==> config.mk <==
export PLATFORM = sky130hd
export DESIGN_NAME = shift_unit_seq
export DESIGN_NICKNAME = d
export VERILOG_FILES = /design/src/rtl/shift_pkg.sv /design/src/rtl/shift_step.sv /design/src/rtl/shift_unit_seq.sv
export SDC_FILE = /design/constraint.sdc
export NUM_CORES = 1
export LEC_CHECK = 0
export BUFFER_PORTS_ARGS = -buffer_cell sky130_fd_sc_hd__buf_2
export CAP_MARGIN = 20
export CORE_UTILIZATION = 45
export DETAILED_ROUTE_END_ITERATION = 8
export GPL_ROUTABILITY_DRIVEN = 0
export PLACE_DENSITY = 0.71
export SKIP_LAST_GASP = 1
export SLEW_MARGIN = 5
export SYNTH_ARGS = -nofsm -noshare
export SYNTH_HDL_FRONTEND = slang
export SYNTH_SLANG_ARGS = --single-unit
export TNS_END_PERCENT = 30
==> constraint.sdc <==
create_clock -name clk -period 2.1 [get_ports clk]
set_input_delay 0.525 -clock clk [delete_from_list [all_inputs] [get_ports clk]]
set_output_delay 0.525 -clock clk [all_outputs]
set_load 0.01 [all_outputs]
==> src/rtl/shift_pkg.sv <==
// Shared definitions for the sequential shifter: op codes and FSM states.
// Used by shift_step and shift_unit_seq.
package shift_pkg;

    localparam logic [1:0] OP_LSL = 2'b00;
    localparam logic [1:0] OP_LSR = 2'b01;
    localparam logic [1:0] OP_ASR = 2'b10;
    localparam logic [1:0] OP_ROR = 2'b11;

    typedef enum logic [1:0] {
        S_IDLE,
        S_SHIFT,
        S_DONE
    } state_t;

endpackage

==> src/rtl/shift_step.sv <==
// Combinational single-step shift of i_data by i_k positions; returns {carry, data}.
// SHIFT_UNIT_ROR_EN: when defined op 11 rotates right, otherwise op 11 passes data through.
module shift_step
    import shift_pkg::*;
#(
    parameter int WIDTH = 16,
    parameter int KW    = 5
) (
    input  logic [WIDTH-1:0] i_data,
    input  logic [1:0]       i_op,
    input  logic [KW-1:0]    i_k,
    output logic [WIDTH:0]   o_res
);

    logic [WIDTH:0]        w_lsl;
    logic [WIDTH:0]        w_lsr;
    logic signed [WIDTH:0] w_asr;

    // Extra bit on the outgoing side captures the last bit shifted out
    assign w_lsl = {1'b0, i_data} << i_k;
    assign w_lsr = {i_data, 1'b0} >> i_k;
    assign w_asr = $signed({i_data, 1'b0}) >>> i_k;

`ifdef SHIFT_UNIT_ROR_EN
    logic [2*WIDTH-1:0] w_cat;
    logic [WIDTH-1:0]   w_ror;

    assign w_cat = {i_data, i_data};
    assign w_ror = WIDTH'(w_cat >> i_k);
`endif

    // Select the shifted word and its carry for the requested op
    always_comb begin
        o_res = {1'b0, i_data};
        case (i_op)
            OP_LSL:  o_res = w_lsl;
            OP_LSR:  o_res = {w_lsr[0], w_lsr[WIDTH:1]};
            OP_ASR:  o_res = {w_asr[0], w_asr[WIDTH:1]};
`ifdef SHIFT_UNIT_ROR_EN
            OP_ROR:  o_res = {w_ror[WIDTH-1], w_ror};
`else
            OP_ROR:  o_res = {1'b0, i_data};
`endif
            default: o_res = {1'b0, i_data};
        endcase
    end

endmodule

==> src/rtl/shift_unit_seq.sv <==
// Multi-cycle shifter: shifts by 0..WIDTH, up to STEP positions per clock, valid/ready on both sides.
// SHIFT_UNIT_ROR_EN: enables rotate-right on op 11 (otherwise op 11 is a pass-through).
module shift_unit_seq
    import shift_pkg::*;
#(
    parameter  int WIDTH = 16,
    parameter  int STEP  = 1,
    localparam int AW    = $clog2(WIDTH) + 1
) (
    input  logic             clk,
    input  logic             reset,
    input  logic             in_valid,
    output logic             in_ready,
    input  logic [WIDTH-1:0] in_data,
    input  logic [AW-1:0]    in_amt,
    input  logic [1:0]       in_op,
    output logic             out_valid,
    input  logic             out_ready,
    output logic [WIDTH-1:0] out_data,
    output logic             out_carry,
    output logic             busy
);

    localparam logic [AW-1:0] W_A = AW'(WIDTH);
    localparam logic [AW-1:0] S_A = AW'(STEP);

    state_t           r_state;
    state_t           w_next;
    logic [AW-1:0]    r_rem;
    logic [WIDTH-1:0] r_data;
    logic             r_carry;
    logic [1:0]       r_op;
    logic [AW-1:0]    w_eff;
    logic [AW-1:0]    w_k;
    logic             w_acc;
    logic [WIDTH:0]   w_step;

    assign w_acc = in_valid && (r_state == S_IDLE);
    assign w_k   = (r_rem > S_A) ? S_A : r_rem;

    // Effective amount: clamp for shifts, modulo for rotate, zero for pass-through
    always_comb begin
        w_eff = (in_amt > W_A) ? W_A : in_amt;
        if (in_op == OP_ROR) begin
`ifdef SHIFT_UNIT_ROR_EN
            w_eff = in_amt % W_A;
`else
            w_eff = '0;
`endif
        end
    end

    shift_step #(
        .WIDTH (WIDTH),
        .KW    (AW)
    ) u_step (
        .i_data (r_data),
        .i_op   (r_op),
        .i_k    (w_k),
        .o_res  (w_step)
    );

    // State register
    always_ff @(posedge clk or posedge reset) begin
        if (reset) r_state <= S_IDLE;
        else       r_state <= w_next;
    end

    // Next-state logic
    always_comb begin
        w_next = r_state;
        case (r_state)
            S_IDLE:  if (w_acc) w_next = (w_eff == '0) ? S_DONE : S_SHIFT;
            S_SHIFT: if (r_rem <= S_A) w_next = S_DONE;
            S_DONE:  if (out_ready) w_next = S_IDLE;
            default: w_next = S_IDLE;
        endcase
    end

    // Operand capture on accept, then one step per cycle while shifting
    always_ff @(posedge clk or posedge reset) begin
        if (reset) begin
            r_data  <= '0;
            r_carry <= 1'b0;
            r_op    <= OP_LSL;
            r_rem   <= '0;
        end else begin
            case (r_state)
                S_IDLE: begin
                    if (w_acc) begin
                        r_data  <= in_data;
                        r_op    <= in_op;
                        r_rem   <= w_eff;
                        r_carry <= 1'b0;
                    end
                end
                S_SHIFT: begin
                    {r_carry, r_data} <= w_step;
                    r_rem             <= r_rem - w_k;
                end
                default: ;
            endcase
        end
    end

    assign in_ready  = (r_state == S_IDLE);
    assign out_valid = (r_state == S_DONE);
    assign busy      = (r_state != S_IDLE);
    assign out_data  = r_data;
    assign out_carry = r_carry;

endmodule
==> metrics <==
skew final=0.00552 ns; CTS H-Tree Depth=1; Clock Path Buffers=2; post-CTS setup buffer count=0; hold buffer count at cts=0; initial antenna violation count=0; WL/cell=15.4 um; register area share after synthesis=42.5%; core box area=3130 um2; total of max-cap violations=0; fin cells=248; design area=1840 um2; post-DP HPWL=2.68 mm; Num CTS Buffers=3; Period Utilization, post-route=93.6%; Synthesized Nets=190; Synth Area per Inst=9.45 um2; layout cells sized above 1=35.3%; Setup TNS=0 ns; Yosys top cell area share=42.5%; DIE HEIGHT=60.3 um; dpl cells=244; die width=60.3 um; Slew headroom=35.4%; Yosys reg bits=26; Post-synth EDFFs=0; Required @ worst endpoint=2.38 ns; final number of max-transition violations=0; power per cell area=1800 nW/um2; crit path from=r_state[0]$_DFFE_PP0P_; Port Buf Inserts=46; worst-margin pin slew=0.962 ns; final setup fails=0; cell area after synthesis=1530 um2; Initial Util=49.0%; highest clock rate=0.509 GHz; Yosys top cell by area=dfrtp_1; Reg2Reg Launch Point=r_state[0]$_DFFE_PP0P_; final WL=3.81 mm; I/O pin total=47; # resized after CTS=0; Total Power=3.31 mW; yosys warns=0; flop2flop setup slack=0.14 ns; TritonCTS clock tree=yes; Clk Latency, worst-skew pair=0.33 ns; crit end category=flop; most common cell in the netlist=dfrtp_1; nets=233; root buffer cell=clkbuf_4; CP Launch Type=flop; total grt overflow=0; Async S/R FF share, synth=100%; Lkg Pwr=0.787 nW; CP Data Arrival Time=2.25 ns; drt drc=0; FP Rows=20; status=complete, no violations; ant diodes=0; area delta synth->final=20.2%; synth cell count leaders=dfrtp_1 (26), nand2_1 (18), clkbuf_1 (13), o22ai_1 (12); post-route ant nets=0; Clock transition at path regs=0.14 ns; Tot GR Track Use=22.6%; HP Class=in -> async; DRT Pass-1 Iters=4; Crit Path Max Fanout=15; via count=1,477; average via count per standard cell=5.96; dpl cell area=1800 um2; vias in the first global route=1,434; Final Critical Period=1.96 ns; final hold slack=0.226 ns; Unique masters post-synth=43; Initial DRC Count=61; largest net degree at the start of global routing=27; CTS Sinks=26; most common flop cell mapped by yosys=dfrtp_1; RSZ-0062 raised after global routing=false; die footprint=3640 um2; Fin. Hold Viols=0; Synth area leaders=dfrtp_1 (42%), o221a_1 (5.9%), o22ai_1 (4.9%); Syn Inst Count=162; CP Class=reg -> reg; first-pass GRT wire length=6.20 mm; Peak VDD IR=1.09 mV
flip-flops by register name (all words and copies together), names as in the netlist:
signal / cells
out_data: 16
r_rem: 5
r_op: 2
r_state: 2
out_carry: 1
metal layers:
metal,share of wire [%],track usage [%],wire length (um)
met5,0,0,0
met1,46,30.0,1770
met3,5.6,2.56,215
met4,1.1,8.97,42
met2,47,37.7,1790
metrics by stage:
step | utilization [%] | setup slack (ns)
after global placement | 57.7 | 0.166
after detailed placement | 57.7 | 0.118
after CTS | 58.8 | 0.171
after global routing | 58.8 | 0.00149
after floorplan | - | 0.320
final | 58.8 | 0.135
layout by cell type (no fill, tap or decap), types with 2 or more instances in the layout:
| cell | netlist | final |
|---|---|---|
| or2_2 | 2 | 2 |
| clkbuf_4 | 0 | 3 |
| o221a_1 | 8 | 8 |
| o311ai_0 | 2 | 2 |
| nor2b_1 | 3 | 3 |
| o21ai_0 | 8 | 8 |
| nor2_1 | 4 | 4 |
| mux2_2 | 2 | 2 |
| nor4_1 | 2 | 2 |
| or3_1 | 3 | 3 |
| buf_2 | 1 | 46 |
| nand2_1 | 18 | 18 |
| a21oi_1 | 8 | 8 |
| nor3_1 | 2 | 2 |
| a2bb2oi_2 | 2 | 2 |
| nor3b_1 | 3 | 3 |
| o211ai_1 | 2 | 2 |
| or4_1 | 3 | 3 |
| nand2b_1 | 2 | 2 |
| o221a_2 | 5 | 5 |
| nand3_1 | 5 | 5 |
| inv_1 | 7 | 7 |
| dfrtp_1 | 26 | 26 |
| buf_4 | 0 | 7 |
| o22ai_1 | 12 | 12 |
worst paths after layout:
check                                                 to  cells past startpoint
worst max-delay path            out_data[11]$_DFFE_PP0P_                      4
worst min-delay path             out_data[6]$_DFFE_PP0P_                      3
worst max register to register  out_data[11]$_DFFE_PP0P_                      4
worst min register to register    r_state[0]$_DFFE_PP0P_                      1
max in group asynchronous           r_rem[0]$_DFFE_PP0P_                      3
min in group clk                    r_rem[2]$_DFFE_PP0P_                      3
area by class of cell:
type                    count  area [um2]
well taps                  44        55.1
flip-flops and latches     26         651
multi-input cells         114         790
clock buffers               4        36.3
inverters                   7        26.3
repair buffers             53         283
fillers                   298        1290
worst max-delay path: stages, from the launching register on:
cell,delay (ns)
dfrtp_1,0.55
nand2b_1,0.35
a32o_2,0.40
nor2_4,0.34
o221a_2,0.27
report_power, final:
group          switching [mW]  leakage (nW)  internal, mW
Clock                   0.150        0.0210         0.106
Sequential              0.307         0.300         0.761
Combinational            1.06         0.466         0.926
kinds of logic after synthesis:
logic type	Yosys count	synth area share, %
mux	2	1.47
compound gates	58	29.8
fa+ha+maj	1	0.817
flops	26	42.5
buf+inv	22	5.96
xor+xnor	1	0.572
simple gates	52	18.9
No activity file was read; power rests on OpenSTA's default activity.
